==> config.mk <==
export PLATFORM = sky130hd
export DESIGN_NAME = vp_mask_pipe
export DESIGN_NICKNAME = d
export VERILOG_FILES = /design/src/rtl/vp_mask_pkg.sv /design/src/rtl/vp_mask_gen.sv /design/src/rtl/vp_mask_pipe.sv
export SDC_FILE = /design/constraint.sdc
export NUM_CORES = 1
export LEC_CHECK = 0
export CAP_MARGIN = 20
export CORE_MARGIN = 2
export CORE_UTILIZATION = 50
export CTS_BUF_LIST = sky130_fd_sc_hd__clkbuf_8 sky130_fd_sc_hd__clkbuf_16
export CTS_CLUSTER_DIAMETER = 100
export DETAILED_ROUTE_END_ITERATION = 12
export GPL_TIMING_DRIVEN = 1
export PLACE_DENSITY = 0.89
export SKIP_CTS_REPAIR_TIMING = 1
export SLEW_MARGIN = 15
export SYNTH_ARGS = -nofsm -noshare
export SYNTH_HDL_FRONTEND = slang
export SYNTH_SLANG_ARGS = --single-unit
==> constraint.sdc <==
create_clock -name clk -period 2.9 [get_ports clk]
set_clock_uncertainty 0.15 [all_clocks]
set_input_delay 0.58 -clock clk [delete_from_list [all_inputs] [get_ports clk]]
set_output_delay 0.58 -clock clk [all_outputs]
set_load 0.03 [all_outputs]
==> src/rtl/vp_mask_pkg.sv <==
// Shared defaults, derived-width helpers and the compensation mode type
// for the variable-precision mantissa mask pipeline.
package vp_mask_pkg;

  localparam int MANT_W_DEF   = 11;
  localparam int KEEP_MIN_DEF = 4;

  typedef enum logic {
    MODE_TRUNC = 1'b0,
    MODE_COMP  = 1'b1
  } mode_t;

  function automatic int pmax_of(input int mant_w, input int keep_min);
    return mant_w - keep_min;
  endfunction

  function automatic int prec_w_of(input int mant_w, input int keep_min);
    return $clog2(mant_w - keep_min + 1);
  endfunction

endpackage

==> src/rtl/vp_mask_gen.sv <==
// Combinational mask generator: clears the p LSBs and, in compensate mode,
// supplies the midpoint bit just below the lowest kept bit.
module vp_mask_gen
  import vp_mask_pkg::*;
#(
  parameter  int MANT_W   = MANT_W_DEF,
  parameter  int KEEP_MIN = KEEP_MIN_DEF,
  localparam int PREC_W   = prec_w_of(MANT_W, KEEP_MIN)
) (
  input  logic [PREC_W-1:0] p,
  input  logic              mode,
  output logic [MANT_W-1:0] mask,
  output logic [MANT_W-1:0] comp_bit
);

  // The KEEP_MIN MSBs stay set even if p were ever out of range.
  always_comb begin
    mask     = '0;
    comp_bit = '0;
    for (int i = 0; i < MANT_W; i++) begin
      mask[i]     = (i >= int'(p)) || (i >= MANT_W - KEEP_MIN);
      comp_bit[i] = (mode == MODE_COMP) && (p != '0) && (i == int'(p) - 1);
    end
  end

endmodule

==> src/rtl/vp_mask_pipe.sv <==
// Per-channel precision config plus a 2-stage valid/ready pipeline that
// masks mantissa operand pairs before the multiplier array.
module vp_mask_pipe
  import vp_mask_pkg::*;
#(
  parameter  int MANT_W   = MANT_W_DEF,
  parameter  int KEEP_MIN = KEEP_MIN_DEF,
  parameter  int NUM_CH   = 4,
  localparam int PMAX     = pmax_of(MANT_W, KEEP_MIN),
  localparam int PREC_W   = prec_w_of(MANT_W, KEEP_MIN),
  localparam int CH_W     = (NUM_CH > 1) ? $clog2(NUM_CH) : 1
) (
  input  logic              clk,
  input  logic              rst,
  input  logic              cfg_we,
  input  logic [CH_W-1:0]   cfg_ch,
  input  logic [PREC_W:0]   cfg_prec,
  input  logic              cfg_mode,
  input  logic              in_valid,
  output logic              in_ready,
  input  logic [CH_W-1:0]   in_ch,
  input  logic [MANT_W-1:0] in_a,
  input  logic [MANT_W-1:0] in_b,
  output logic              out_valid,
  input  logic              out_ready,
  output logic [CH_W-1:0]   out_ch,
  output logic [MANT_W-1:0] out_a,
  output logic [MANT_W-1:0] out_b,
  output logic [MANT_W-1:0] out_mask
);

  localparam logic [PREC_W:0]   PMAX_CFG = PMAX[PREC_W:0];
  localparam logic [PREC_W-1:0] PMAX_P   = PMAX[PREC_W-1:0];

  logic [PREC_W-1:0] prec_q [NUM_CH];
  mode_t             mode_q [NUM_CH];

  logic [PREC_W-1:0] cfg_prec_sat;
  logic              cfg_ok;
  logic              rd_ok;
  logic [PREC_W-1:0] rd_prec;
  mode_t             rd_mode;

  logic              s1_valid;
  logic [CH_W-1:0]   s1_ch;
  logic [MANT_W-1:0] s1_a;
  logic [MANT_W-1:0] s1_b;
  logic [PREC_W-1:0] s1_prec;
  mode_t             s1_mode;
  logic [MANT_W-1:0] s1_mask;
  logic [MANT_W-1:0] s1_comp;

  logic              s2_load;
  logic              s1_adv;
  logic              accept;

  assign cfg_prec_sat = (cfg_prec > PMAX_CFG) ? PMAX_P : cfg_prec[PREC_W-1:0];
  assign cfg_ok       = 32'(cfg_ch) < NUM_CH;
  assign rd_ok        = 32'(in_ch) < NUM_CH;
  assign rd_prec      = rd_ok ? prec_q[in_ch] : '0;
  assign rd_mode      = rd_ok ? mode_q[in_ch] : MODE_TRUNC;

  assign s2_load  = !out_valid || out_ready;
  assign s1_adv   = s1_valid && s2_load;
  assign in_ready = !s1_valid || s1_adv;
  assign accept   = in_valid && in_ready;

  // Precision is stored already saturated so stage 1 never sees p > PMAX.
  always_ff @(posedge clk or posedge rst) begin
    if (rst) begin
      for (int i = 0; i < NUM_CH; i++) begin
        prec_q[i] <= '0;
        mode_q[i] <= MODE_TRUNC;
      end
    end else if (cfg_we && cfg_ok) begin
      prec_q[cfg_ch] <= cfg_prec_sat;
      mode_q[cfg_ch] <= mode_t'(cfg_mode);
    end
  end

  always_ff @(posedge clk or posedge rst) begin
    if (rst) begin
      s1_valid <= 1'b0;
      s1_ch    <= '0;
      s1_a     <= '0;
      s1_b     <= '0;
      s1_prec  <= '0;
      s1_mode  <= MODE_TRUNC;
    end else if (accept) begin
      s1_valid <= 1'b1;
      s1_ch    <= in_ch;
      s1_a     <= in_a;
      s1_b     <= in_b;
      s1_prec  <= rd_prec;
      s1_mode  <= rd_mode;
    end else if (s1_adv) begin
      s1_valid <= 1'b0;
    end
  end

  vp_mask_gen #(
    .MANT_W   (MANT_W),
    .KEEP_MIN (KEEP_MIN)
  ) u_mask_gen (
    .p        (s1_prec),
    .mode     (s1_mode),
    .mask     (s1_mask),
    .comp_bit (s1_comp)
  );

  // Output data only moves when stage 1 hands over, so stalls hold it.
  always_ff @(posedge clk or posedge rst) begin
    if (rst) begin
      out_valid <= 1'b0;
      out_ch    <= '0;
      out_a     <= '0;
      out_b     <= '0;
      out_mask  <= '0;
    end else if (s2_load) begin
      out_valid <= s1_valid;
      if (s1_valid) begin
        out_ch   <= s1_ch;
        out_a    <= (s1_a & s1_mask) | s1_comp;
        out_b    <= (s1_b & s1_mask) | s1_comp;
        out_mask <= s1_mask;
      end
    end
  end

endmodule

* Word-level counts from Yosys, hierarchy flattened
Cells that the tools add are included.
** Cells by class
- Bitwise logic cells :: 6
- Magnitude comparators :: 11
- Reductions and logical operators :: 23
- Mux-type cells :: 15
- Equal/unequal tests :: 10
- Add/subtract/negate cells :: 1
** Operator list (number)
- 32-bit logical NOT :: 1
- 11-bit AND :: 2
- 11-bit bitwise OR :: 2
- 4-bit equality test (first input constant) :: 4
- 5-bit by 4-bit equality test with 1-bit output (first input constant) :: 3
- 1-bit logical AND :: 15
- 12-bit bitwise mux :: 1
- 3-bit 2-to-1 mux :: 4
- 3-bit >= comparator (first input constant) :: 3
- 3-bit by 4-bit equality test with 1-bit output (first input constant) :: 2
- 3-bit binary-select mux with 2-bit select :: 1
- 3-bit demux with 2-bit select :: 1
- 1-bit by 3-bit >= comparator with 1-bit output (first input constant) :: 2
- 2-bit by 3-bit >= comparator with 1-bit output (first input constant) :: 2
- 3-bit >= comparator (second input constant) :: 2
- 2-bit NOT with 3-bit output :: 2
- 1-bit 2-to-1 mux :: 5
- 4-bit bitwise mux :: 1
- 2-bit by 4-bit equality test with 1-bit output (first input constant) :: 1
- 4-bit by 3-bit greater-than comparator with 1-bit output (second input constant) :: 1
- 3-bit by 1-bit subtractor with 4-bit output (second input constant) :: 1
- 3-bit by 1-bit less-than comparator with 1-bit output (second input constant) :: 1
- 3-bit nonzero test :: 1
- 1-bit binary-select mux with 2-bit select :: 1
- other kinds (5) :: 7
** Storage, ports and cells
- Logic and storage cells :: 85
- Input port bits :: 36
- Flip-flop bits (word level) :: 78

* Depth between registers and ports, before layout
- Word-level depth :: 6
- Mapped depth :: 6
- Mapped depth without buffers :: 5

* Hierarchy
A second synthesis with hierarchy kept.
** Unflattened totals
- Cell total of the unflattened synthesis :: 272
- Area total of the unflattened synthesis :: 3433.3 µm²
** By module, submodules not included
- vp_mask_pipe :: area an instance 3229.3 µm², seq. area each 2026.9 µm², times used 1, cells an instance 245
- vp_mask_gen :: area an instance 203.9 µm², seq. area each 0.0 µm², times used 1, cells an instance 27

* Worst setup path after synthesis
No wires, ideal clock.
- Kind :: flip-flop to flip-flop
- From :: reg s1_prec[2]
- To :: reg out_a[6]
- Clock period less this slack :: 1959 ps
- Buffers on the path :: 1
- Required time :: 2683 ps
- Path slack :: 941 ps
- Cell stages (with the launch flop) :: 7
- Arrival :: 1742 ps
- Path through :: dfrtp_1 clkbuf_1 inv_1 ha_1 nor2b_1 nor4b_1 a221o_1
** Between the ends
- Word-level cells in the longest chain between the ends :: 4
- Elaborated cells on any way between the ends :: 8
** Ends and longest elaborated chain
- start, declared :: line vp_mask_pipe.sv:48 : logic [PREC_W-1:0] s1_prec;
- start signal, assigned :: line vp_mask_pipe.sv:94 : s1_prec <= rd_prec;
- 3-bit by 1-bit subtractor with 4-bit output or 3-bit nonzero test (tied branches) :: line vp_mask_gen.sv:22 : comp_bit[i] = (mode == MODE_COMP) && (p != '0) && (i == int'(p) - 1);
- 4-bit equality test or 1-bit logical AND (tied branches) :: line vp_mask_gen.sv:22
- 1-bit logical AND :: line vp_mask_gen.sv:22
- 11-bit bitwise OR (*) :: line vp_mask_pipe.sv:123 : out_a <= (s1_a & s1_mask) | s1_comp;
- end signal, assigned :: line vp_mask_pipe.sv:123
- end, declared :: line vp_mask_pipe.sv:27 : output logic [MANT_W-1:0] out_a,
Every way passes the cells marked *; elsewhere a longest branch is shown, timed or not.
A chain may end at the register's enable or synchronous reset.

* Worst setup path after layout
- From :: in out_ready
- To :: out in_ready
** Between the ends
- Word-level cells in the longest chain between the ends :: 3
** Ends and longest elaborated chain
- start, declared :: line vp_mask_pipe.sv:25 : input logic out_ready,
- 1-bit logical OR :: line vp_mask_pipe.sv:63 : assign s2_load = !out_valid || out_ready;
- 1-bit logical AND :: line vp_mask_pipe.sv:64 : assign s1_adv = s1_valid && s2_load;
- 1-bit logical OR :: line vp_mask_pipe.sv:65 : assign in_ready = !s1_valid || s1_adv;
- end, declared :: line vp_mask_pipe.sv:20 : output logic in_ready,
No other way between the ends.

==> flow_summary_export.csv <==
group,metric,value,unit
clock_tree,clk_latency,340,ps
worst_setup_path,critPathCaptureType,"output pin",
worst_setup_path,slowest_stage,"clkdlybuf4s50_1",
logic_synthesis,synth_cells,249,
floorplanning,num_rows,29,
placement,dp.cells,389,
routing,drt_iter0_drc,241,
logic_synthesis,ys.flop_type,"dfrtp_1",
grt,grt_pass1_wl,12100,um
min_path,worstHoldEndpoint,"prec_q[1]$_DFFE_PP0P_",
grt,grt_max_degree,56,
clock_tree,clock_tree.root_cell,"clkbuf_8",
routing,vias,2300,
worst_setup_path,critPathRequiredTime,2170,ps
power_and_ir_drop,p_per_area,792,nW/um^2
worst_setup_path,critical_path_class,"input pin to output pin",
worst_setup_path,arrival,1900,ps
cells_and_area,layout_common_cells,"dfrtp_1 (78), clkdlybuf4s50_1 (72), mux2_2 (44)",
routing,drc,0,
timing,tightest_slew,524,ps
worst_setup_path,critPathMostFrequentCell,"clkdlybuf4s50_1",
timing,maxSlewViolCount,0,
logic_synthesis,seq_area_frac_synth,60.1,%
min_path,min_from,"prec_q[1]$_DFFE_PP0P_",
logic_synthesis,synth_fp_nets,286,
worst_setup_path,r2r-end,"out_b[6]$_DFFE_PP0P_",
clock_tree,clk_pin_slew_worst_paths,70,ps
timing,final_hold_viol_count,0,
min_path,hold_depth,2,
logic_synthesis,syn_area_per_cell,13.0,um^2
job,max_cap_viol_count,0,
power_and_ir_drop,power,3.31,mW
routing,dr.pass1.iters,4,
timing,setup_violations,0,
logic_synthesis,yosys_warnings,0,
worst_setup_path,cp-start-kind,"input pin",
logic_synthesis,syn-cell-area,3250,um^2
cells_and_area,syn_to_final_growth,28.9,%
placement,hpwl,5110,um
grt,grt_overflow,0,
floorplanning,start_util,51.4,%
placement,routabilityCongestion,0.812,
worst_setup_path,r2r-start,"s1_prec[0]$_DFFE_PP0P_",
routing,avgRoutedWirePerCell,17.6,um
power_and_ir_drop,p_leak,1.75,nW
floorplanning,dieArea,7150,um^2
cells_and_area,drive_gt1_share,21.8,%
grt,grt_util_all_layers,21.6,%
routing,viasPerCell,5.71,
cells_and_area,fin_nets,360,
worst_setup_path,worstPathMaxFanout,3,
cells_and_area,n_antenna_cell,0,
placement,port_buffers,72,
timing,finalCriticalPeriod,2630,ps
logic_synthesis,ys_seq_elements,78,
timing,fmax,380,MHz
worst_setup_path,reg2reg_slack,570,ps
floorplanning,fp.coreArea,6310,um^2
clock_tree,clock_sinks,78,
worst_setup_path,path_cells,"clkdlybuf4s50_1 > nand3b_4 > clkdlybuf4s50_1",
routing,ant_nets,0,
grt,grt_antenna_before_repair,0,
timing,slew_headroom,65.1,%
worst_setup_path,slowest_delay,680,ps
clock_tree,htreeDepth,3,
grt,grt_pass1_vias,2504,
timing,setup_tns,0,ps
logic_synthesis,synth_edf_count,0,
floorplanning,die_h,84.6,um
worst_setup_path,r2r_cells,5,
cells_and_area,mostFrequentLayoutCell,"dfrtp_1",
timing,fin_crit_sh,90.8,%
status,status,"completed",
clock_tree,cts_tree,"done",
clock_tree,cts_buffer_depth,2,
logic_synthesis,async_flop_share,100,%
timing,rsz0062_at_grt,"false",
min_path,min_path_type,"register to register",
logic_synthesis,synth.distinct_cells,34,
floorplanning,die_x,84.6,um
clock_tree,cts_buffers,9,
routing,wirelength,7090,um
power_and_ir_drop,peakVddDrop,0.000446,V
floorplanning,num_io_pins,73,
cells_and_area,final-instance-count-excl-fill,403,
## metal layers
layer / vias to the layer above / GRT usage [%] / share of wire (%)
li1: 1051 / - / -
met1: 1154 / 26.8 / 40
met2: 78 / 37.3 / 53
met3: 17 / 3.93 / 4.5
met4: 0 / 9.24 / 2.2
met5: - / 0 / 0
## metrics by stage
stage                     cell area, um^2  util (%)  hold WS, ps  setup WS, ps
after global routing                 4180      66.3          373           213
after global placement               4030      63.8          307           275
after CTS                            4180      66.3          336           261
after floorplan                      3250         -          295           175
final                                4180      66.3          335           267
after detailed placement             4030      63.8          320           261
## final cells by class
cell class,instances,area [um^2]
multi-input combinational,154,1200
fill,490,2130
inverter,3,11.3
clock buffer,10,138
clock inverter,4,17.5
sequential,78,1950
tap,77,96.3
timing repair buffer,77,771
## report_power, final
part	internal, mW	total (mW)	switching (mW)
registers	1.33	1.53	0.191
logic	0.516	1.12	0.601
clock network	0.316	0.670	0.355
total	2.17	3.31	1.15
## cells in the mapped netlist (2+ instances only)
| cell | count | area (um^2) |
|---|---|---|
| mux4_2 | 4 | 90.1 |
| nand3_1 | 5 | 25.0 |
| nand4_1 | 7 | 43.8 |
| a311oi_1 | 2 | 17.5 |
| buf_6 | 2 | 22.5 |
| nand2_1 | 14 | 52.6 |
| a31oi_1 | 4 | 25.0 |
| buf_2 | 2 | 10.0 |
| buf_4 | 4 | 30.0 |
| nand2b_1 | 3 | 18.8 |
| nand3b_1 | 2 | 15.0 |
| a32oi_1 | 2 | 17.5 |
| inv_1 | 2 | 7.51 |
| a221o_1 | 2 | 20.0 |
| clkbuf_1 | 6 | 22.5 |
| a2bb2oi_1 | 2 | 17.5 |
| mux2_2 | 44 | 495 |
| o21ai_0 | 32 | 160 |
| nor2_1 | 9 | 33.8 |
| a21oi_1 | 8 | 40.0 |
| nor2b_1 | 3 | 18.8 |
| dfrtp_1 | 78 | 1950 |
## flip-flops by register name, indices dropped and copies added (netlist names)
register / count
s1_prec: 3
out_a: 11
out_b: 11
out_mask: 8
out_valid: 1
s1_a: 11
s1_ch: 2
s1_b: 11
prec_q: 12
out_ch: 2
s1_valid: 1
mode_q: 4
s1_mode: 1
## worst max-delay path by stage
stage,start,to,slack [ps],cells after the start
detailed placement,out_ready,in_ready,260,3
finish,out_ready,in_ready,270,3
floorplan,rst,mode_q[0]$_DFFE_PP0P_,170,1
global placement,out_ready,in_ready,280,3
global route,out_ready,in_ready,210,3
CTS,out_ready,in_ready,260,3
## worst max-delay path: cells and delay by family
kind	cells	cell delay, ps
buf+inv	2	1160
simple gates	1	160
## cell families after synthesis
group           Yosys count  share of synthesized area [%]
simple gates             52                           9.09
fa+ha+maj                 1                          0.385
buf+inv                  17                           2.97
compound gates           53                           9.40
mux                      48                           18.0
flops                    78                           60.1
Power figures use the tool's default switching activity.
